File: src/rtl/regfile_host_arbiter.sv
// -----------------------------------------------------------------------------
// regfile_host_arbiter
//
// Shares the register block between the CPU pipeline (core) and a host
// debug/test port. The core normally owns the register block ports. The
// register block outputs simply follow the core requests. A pending host
// request is served in a single-cycle GRANT slot in either of two cases:
//   - the core leaves the ports idle, or
//   - the host has been denied STARVE_LIMIT consecutive cycles.
// During a GRANT slot the core is stalled. An ACK cycle follows the GRANT
// slot and pulses host_ack.
//
// Parameters:
//   STARVE_LIMIT  denied cycles tolerated before a host slot is forced
//                 (1 .. 2^CNT_W-1)
//   CNT_W         width of the starvation counter
//   GCNT_W        width of the host grant counter (wraps)
//
// Ports:
//   clock, reset        system clock, asynchronous active-high reset
//   core_*              pipeline read/write requests (decode/writeback)
//   core_stall          core must hold its request this cycle
//   host_req/we/addr/wdata   host request (req/ack handshake)
//   host_ack            one-cycle completion pulse
//   host_rdata          result of the most recent host read
//   rf_*                register block enables/addresses/write data
//   rf_rs_data          register block rs read data (updates on negedge)
//   host_grant_count    number of host slots granted
// -----------------------------------------------------------------------------
module regfile_host_arbiter #(
    parameter int STARVE_LIMIT = 4,
    parameter int CNT_W        = 4,
    parameter int GCNT_W       = 16
) (
    input  logic              clock,
    input  logic              reset,
    input  logic              core_rs_re,
    input  logic              core_rt_re,
    input  logic              core_rd_we,
    input  logic [4:0]        core_rs_addr,
    input  logic [4:0]        core_rt_addr,
    input  logic [4:0]        core_rd_addr,
    input  logic [31:0]       core_rd_data,
    output logic              core_stall,
    input  logic              host_req,
    input  logic              host_we,
    input  logic [4:0]        host_addr,
    input  logic [31:0]       host_wdata,
    output logic              host_ack,
    output logic [31:0]       host_rdata,
    output logic              rf_rs_re,
    output logic              rf_rt_re,
    output logic              rf_rd_we,
    output logic [4:0]        rf_rs_addr,
    output logic [4:0]        rf_rt_addr,
    output logic [4:0]        rf_rd_addr,
    output logic [31:0]       rf_rd_data,
    input  logic [31:0]       rf_rs_data,
    output logic [GCNT_W-1:0] host_grant_count
);

    typedef enum logic [1:0] {
        ST_IDLE  = 2'd0,
        ST_GRANT = 2'd1,
        ST_ACK   = 2'd2
    } state_t;

    localparam logic [CNT_W-1:0]  STARVE_LIM_C = CNT_W'(STARVE_LIMIT);
    localparam logic [CNT_W-1:0]  CNT_ONE_C    = CNT_W'(1);
    localparam logic [GCNT_W-1:0] GCNT_ONE_C   = GCNT_W'(1);

    state_t             state_r;
    logic [CNT_W-1:0]   starve_cnt_r;
    logic               lat_we_r;
    logic [4:0]         lat_addr_r;
    logic [31:0]        lat_wdata_r;
    logic               core_stall_r;
    logic               host_ack_r;
    logic [31:0]        host_rdata_r;
    logic [GCNT_W-1:0]  grant_cnt_r;

    logic               core_active_s;
    logic               starve_hit_s;
    logic               take_host_s;

    // Decide whether a pending host request wins the ports at the next edge.
    always_comb begin
        core_active_s = core_rs_re | core_rt_re | core_rd_we;
        starve_hit_s  = (starve_cnt_r == STARVE_LIM_C);
        take_host_s   = host_req & (~core_active_s | starve_hit_s);
    end

    // Arbitration FSM: slot sequencing, host field latch, counters, flags.
    always_ff @(posedge clock or posedge reset) begin
        if (reset) begin
            state_r      <= ST_IDLE;
            starve_cnt_r <= '0;
            lat_we_r     <= 1'b0;
            lat_addr_r   <= 5'd0;
            lat_wdata_r  <= 32'd0;
            core_stall_r <= 1'b0;
            host_ack_r   <= 1'b0;
            host_rdata_r <= 32'd0;
            grant_cnt_r  <= '0;
        end else begin
            case (state_r)
                ST_IDLE: begin
                    host_ack_r <= 1'b0;
                    if (take_host_s) begin
                        state_r      <= ST_GRANT;
                        lat_we_r     <= host_we;
                        lat_addr_r   <= host_addr;
                        lat_wdata_r  <= host_wdata;
                        grant_cnt_r  <= grant_cnt_r + GCNT_ONE_C;
                        starve_cnt_r <= '0;
                        core_stall_r <= 1'b1;
                    end else if (host_req) begin
                        // Denied because the core is busy; count toward the
                        // forced slot (saturates at the limit, where the
                        // next request is taken anyway).
                        state_r      <= ST_IDLE;
                        core_stall_r <= 1'b0;
                        if (starve_cnt_r < STARVE_LIM_C) begin
                            starve_cnt_r <= starve_cnt_r + CNT_ONE_C;
                        end else begin
                            starve_cnt_r <= starve_cnt_r;
                        end
                    end else begin
                        state_r      <= ST_IDLE;
                        core_stall_r <= 1'b0;
                        starve_cnt_r <= '0;
                    end
                end
                ST_GRANT: begin
                    // The rs read issued during GRANT is visible on
                    // rf_rs_data by this edge (register block updates on
                    // the falling edge).
                    state_r      <= ST_ACK;
                    core_stall_r <= 1'b0;
                    host_ack_r   <= 1'b1;
                    if (!lat_we_r) begin
                        host_rdata_r <= rf_rs_data;
                    end else begin
                        host_rdata_r <= host_rdata_r;
                    end
                end
                ST_ACK: begin
                    // host_req is deliberately ignored here; a request
                    // still held is re-evaluated as new in IDLE.
                    state_r      <= ST_IDLE;
                    core_stall_r <= 1'b0;
                    host_ack_r   <= 1'b0;
                end
                default: begin
                    state_r      <= ST_IDLE;
                    core_stall_r <= 1'b0;
                    host_ack_r   <= 1'b0;
                    starve_cnt_r <= '0;
                end
            endcase
        end
    end

    // Register block port mux: latched host access in GRANT, core otherwise.
    always_comb begin
        rf_rs_re   = core_rs_re;
        rf_rt_re   = core_rt_re;
        rf_rd_we   = core_rd_we;
        rf_rs_addr = core_rs_addr;
        rf_rt_addr = core_rt_addr;
        rf_rd_addr = core_rd_addr;
        rf_rd_data = core_rd_data;
        if (state_r == ST_GRANT) begin
            rf_rs_re   = ~lat_we_r;
            rf_rt_re   = 1'b0;
            rf_rd_we   = lat_we_r;
            rf_rs_addr = lat_addr_r;
            rf_rt_addr = 5'd0;
            rf_rd_addr = lat_addr_r;
            rf_rd_data = lat_wdata_r;
        end else begin
            rf_rs_re   = core_rs_re;
            rf_rt_re   = core_rt_re;
            rf_rd_we   = core_rd_we;
        end
    end

    // Registered status outputs.
    always_comb begin
        core_stall       = core_stall_r;
        host_ack         = host_ack_r;
        host_rdata       = host_rdata_r;
        host_grant_count = grant_cnt_r;
    end

endmodule

File: config.mk
export PLATFORM = sky130hd
export DESIGN_NAME = regfile_host_arbiter
export DESIGN_NICKNAME = d
export VERILOG_FILES = /design/src/rtl/regfile_host_arbiter.sv
export SDC_FILE = /design/constraint.sdc
export NUM_CORES = 1
export LEC_CHECK = 0
export CAP_MARGIN = 20
export CORE_MARGIN = 2
export CORE_UTILIZATION = 55
export CTS_CLUSTER_DIAMETER = 30
export DETAILED_ROUTE_END_ITERATION = 8
export DONT_BUFFER_PORTS = 1
export PLACE_DENSITY_LB_ADDON = 0.15
export SKIP_LAST_GASP = 1
export SLEW_MARGIN = 20
export SYNTH_ARGS = -nofsm -noshare
export SYNTH_HDL_FRONTEND = slang
export SYNTH_SLANG_ARGS = --single-unit
File: constraint.sdc
create_clock -name clock -period 8.4 [get_ports clock]
set_clock_uncertainty 0.2 [all_clocks]
set_input_delay 1.26 -clock clock [delete_from_list [all_inputs] [get_ports clock]]
set_output_delay 1.26 -clock clock [all_outputs]
set_load 0.02 [all_outputs]
==> out/metrics.sh <==
STATUS='complete, no violations'
PRE_CTS_SLACK_NS=4.792
WORSTSETUPPATHTYPE='reg2out'
CP-START-KIND='register'
DRTANTENNAVIOLNETS=0
CLOCK_PATH_BUFFERS=2
CLOCK_TREE_FROM_TRITONCTS='done'
CTS.REPAIR_TIMING.SETUP_BUFFER_COUNT=0
REG2REG_SLACK_NS=5.72
FINALPOWER_mW=1.413
DETAIL_ROUTE.DRC_VIOLATIONS=0
FINALMAXSLEWVIOLATIONS=0
GRT_PASS1_WL_MM=12.77
HOLD_CRIT_ENDPOINT='lat_wdata_r[26]$_DFFE_PP0P_'
R2R_PATH_START='host_ack$_DFF_PP0_'
SYNTH.LIB_CELLS_USED.DISTINCT=28
CTSRESIZECOUNT=0
MAXIMUM_NUMBER_OF_PINS_ON_ONE_NET_BEFORE_GLOBAL_ROUTE_REPAIR=73
PORT_BUFFERS=0
MOST-COMMON-LAYOUT-CELLS='sky130_fd_sc_hd__mux2_2, sky130_fd_sc_hd__dfrtp_1, sky130_fd_sc_hd__inv_1, sky130_fd_sc_hd__xnor2_1, sky130_fd_sc_hd__clkbuf_8'
INITIAL_CORE_UTIL_PCT=55.77
CTS_HOLD_BUF=0
NETLIST_INSTANCES=315
CLK_TRANSITION_REPORTED_PATHS_NS=0.08
FLOORPLAN.DIE.WIDTH_UM=91.83
SYNTH_SEQ_AREA_SHARE_PCT=54.85
ANTENNA_FOUND_INITIAL=0
POWER.IR.VDD_WORST_uV=113.1
GRT_SETUP_UNREPAIRED='no'
PROPORTION_OF_LAYOUT_CELLS_WITH_A_DRIVE_SUFFIX_ABOVE_1_PCT=39.31
DRT_PRE_ANTENNA_ITERS=4
LAYOUT_COMMONEST_CELL='sky130_fd_sc_hd__mux2_2'
CORE.ROWCOUNT=32
LAYOUT_UTILIZATION_PCT=59.26
CTS-BUFFERS-INSERTED=9
AREA_GROWTH_PCT=6.252
P_LEAK_nW=1.927
HOLD_START='lat_wdata_r[26]$_DFFE_PP0P_'
GRT_OVERFLOW=0
CRITPATHARRIVALTIME_NS=2.07
POWER_DENSITY_nW_PER_UM2=313.5
DETAIL_ROUTE.ITER0.VIOLATIONS=43
CLOCK-SINKS=93
ROUTE.DETAILED.WL_PER_INST_UM=19.99
SETUP_VIOL=0
SYN-NUM-NETS=443
MAXCLOCKFREQUENCY_MHz=283.2
POST-ROUTE-WORST-SETUP-SLACK_NS=4.868
VIAS=2457
VIAS_PER_CELL=5.850
BOUNDARYPINS=223
HOLD_CLASS='reg2reg'
DIE-AREA_UM2=8433
FINAL.MIN_CLOCK_PERIOD_NS=3.532
CRITICAL_PATH.REG2REG.ENDPOINT='lat_wdata_r[31]$_DFFE_PP0P_'
SYN-CELL-AREA_UM2=4243
CORE_AREA_UM2=7607
NUMBER_OF_GLOBAL_ROUTE_VIAS_BEFORE_REPAIR=2419
AGGREGATE_NEGATIVE_SETUP_SLACK_NS=0
GRT_UTIL_ALL_LAYERS_PCT=19.62
DIE_H_UM=91.83
SYN_AVG_CELL_AREA_UM2=13.47
MAX_CAP_VIOL_COUNT=0
YOSYS_REGISTER_BITS=93
CRITICAL_PATH_PEAK_FANOUT=58
SLEW_HEADROOM_PCT=40.80
GP_ROUTABILITY_CONGESTION=0.6917
FINAL_MIN_PERIOD_OVER_CLOCK_PERIOD_PCT=42.04
HOLDWS_NS=0.3078
ROOT_BUFFER='sky130_fd_sc_hd__clkbuf_8'
R2R.WORST_PATH.CELLS=6
WORSTPATHREQUIRED_NS=6.94
DETAIL_ROUTE.WIRELENGTH_MM=8.395
NETS=441
FINALHOLDVIOLCOUNT=0
DETAILED_PLACE_HPWL_MM=6.198
WORSTSKEWPAIRLATENCY_NS=0.34
SLEW_AT_THE_PIN_CLOSEST_TO_ITS_MAX_SLEW_LIMIT_NS=0.8880
CRITICAL_PATH.ENDPOINT_TYPE='output port'
HOLD_DEPTH=1
YS_WARNINGS=0
CLOCK_TREE.HTREE_LEVEL_COUNT=3
N_ANTENNA_CELL=0
## how the worst max path moves through the flow
stage / startpoint / endpoint / cells past startpoint
after floorplan: reset / core_stall$_DFF_PP0_ / 1
after global placement: host_ack$_DFF_PP0_ / rf_rs_addr[4] / 4
after detailed placement: host_ack$_DFF_PP0_ / rf_rs_addr[4] / 4
after CTS: host_ack$_DFF_PP0_ / rf_rs_addr[4] / 4
after global routing: host_ack$_DFF_PP0_ / rf_rd_addr[4] / 4
final: host_ack$_DFF_PP0_ / rf_rs_addr[4] / 4
## worst max-delay path, stage by stage (launching register included)
cell	delay [ns]
sky130_fd_sc_hd__dfrtp_1	0.47
sky130_fd_sc_hd__inv_1	0.15
sky130_fd_sc_hd__ha_4	0.58
sky130_fd_sc_hd__nand2_1	0.21
sky130_fd_sc_hd__o21ai_0	0.31
## state kept, by name, indices dropped and copies added, names as in the netlist
name / count
host_ack: 1
host_rdata: 32
host_grant_count: 16
lat_we_r: 1
core_stall: 1
lat_addr_r: 5
starve_cnt_r: 4
state_r: 1
lat_wdata_r: 32
## where the power goes
| part | total, mW | internal, mW | leakage, nW | switching (mW) |
|---|---|---|---|---|
| Combinational | 0.276 | 0.154 | 0.671 | 0.122 |
| Sequential | 0.838 | 0.617 | 1.15 | 0.221 |
| Clock | 0.299 | 0.154 | 0.104 | 0.145 |
## synth_stat cells
master	count	area [um^2]
sky130_fd_sc_hd__o21bai_1	1	7.510
sky130_fd_sc_hd__buf_2	5	25.02
sky130_fd_sc_hd__and2_0	1	6.260
sky130_fd_sc_hd__inv_1	15	56.30
sky130_fd_sc_hd__nor4_1	1	6.260
sky130_fd_sc_hd__nor2b_1	9	56.30
sky130_fd_sc_hd__mux2_1	2	22.52
sky130_fd_sc_hd__and3_1	5	31.28
sky130_fd_sc_hd__nand2_1	8	30.03
sky130_fd_sc_hd__nor3_1	1	5.000
sky130_fd_sc_hd__nand3b_1	1	7.510
sky130_fd_sc_hd__and2_1	1	6.260
sky130_fd_sc_hd__and4_1	2	17.52
sky130_fd_sc_hd__clkbuf_1	6	22.52
sky130_fd_sc_hd__xnor2_1	13	113.9
sky130_fd_sc_hd__nand3_1	7	35.03
sky130_fd_sc_hd__a21oi_1	3	15.01
sky130_fd_sc_hd__a21oi_4	1	16.27
sky130_fd_sc_hd__buf_6	5	56.30
sky130_fd_sc_hd__nand4_1	8	50.05
sky130_fd_sc_hd__ha_1	5	62.56
sky130_fd_sc_hd__or3_4	1	11.26
sky130_fd_sc_hd__dfrtp_1	93	2327
sky130_fd_sc_hd__xor2_1	2	17.52
sky130_fd_sc_hd__a22o_1	1	8.760
sky130_fd_sc_hd__nor2_1	5	18.77
sky130_fd_sc_hd__mux2_2	103	1160
sky130_fd_sc_hd__o21ai_0	10	50.05
## kinds of logic after synthesis
kind of cell,Yosys count,synth area share [%]
compound gates,16,2.300
xor+xnor,15,3.097
fa+ha+maj,5,1.474
buf+inv,31,3.774
flops,93,54.85
mux,105,27.87
simple gates,50,6.635
## per-layer routing
metal  GRT usage [%]  vias to the layer above  routed length (um)
met5               0                        -                   0
met4           6.592                        0                 147
met1           24.60                     1203                3299
met2           32.05                      143                4201
li1                -                     1097                   -
met3           6.656                       14                 746
## final cells by class
| cell class | instances | area [um^2] |
|---|---|---|
| Clock buffer | 13 | 158.9 |
| Clock inverter | 3 | 43.79 |
| Fill cell | 605 | 3099 |
| Inverter | 15 | 57.56 |
| Multi-Input combinational cell | 191 | 1770 |
| Sequential cell | 93 | 2327 |
| Tap cell | 102 | 127.6 |
| Timing Repair Buffer | 3 | 22.52 |
## metrics by stage
stage / area, um^2 / std cells
after detailed placement: 4295 / 404
final: 4508 / 420
after CTS: 4498 / 420
after floorplan: 4243 / 315
after global placement: 4295 / 404
after global routing: 4508 / 420
No activity file was read; power rests on OpenSTA's default activity.
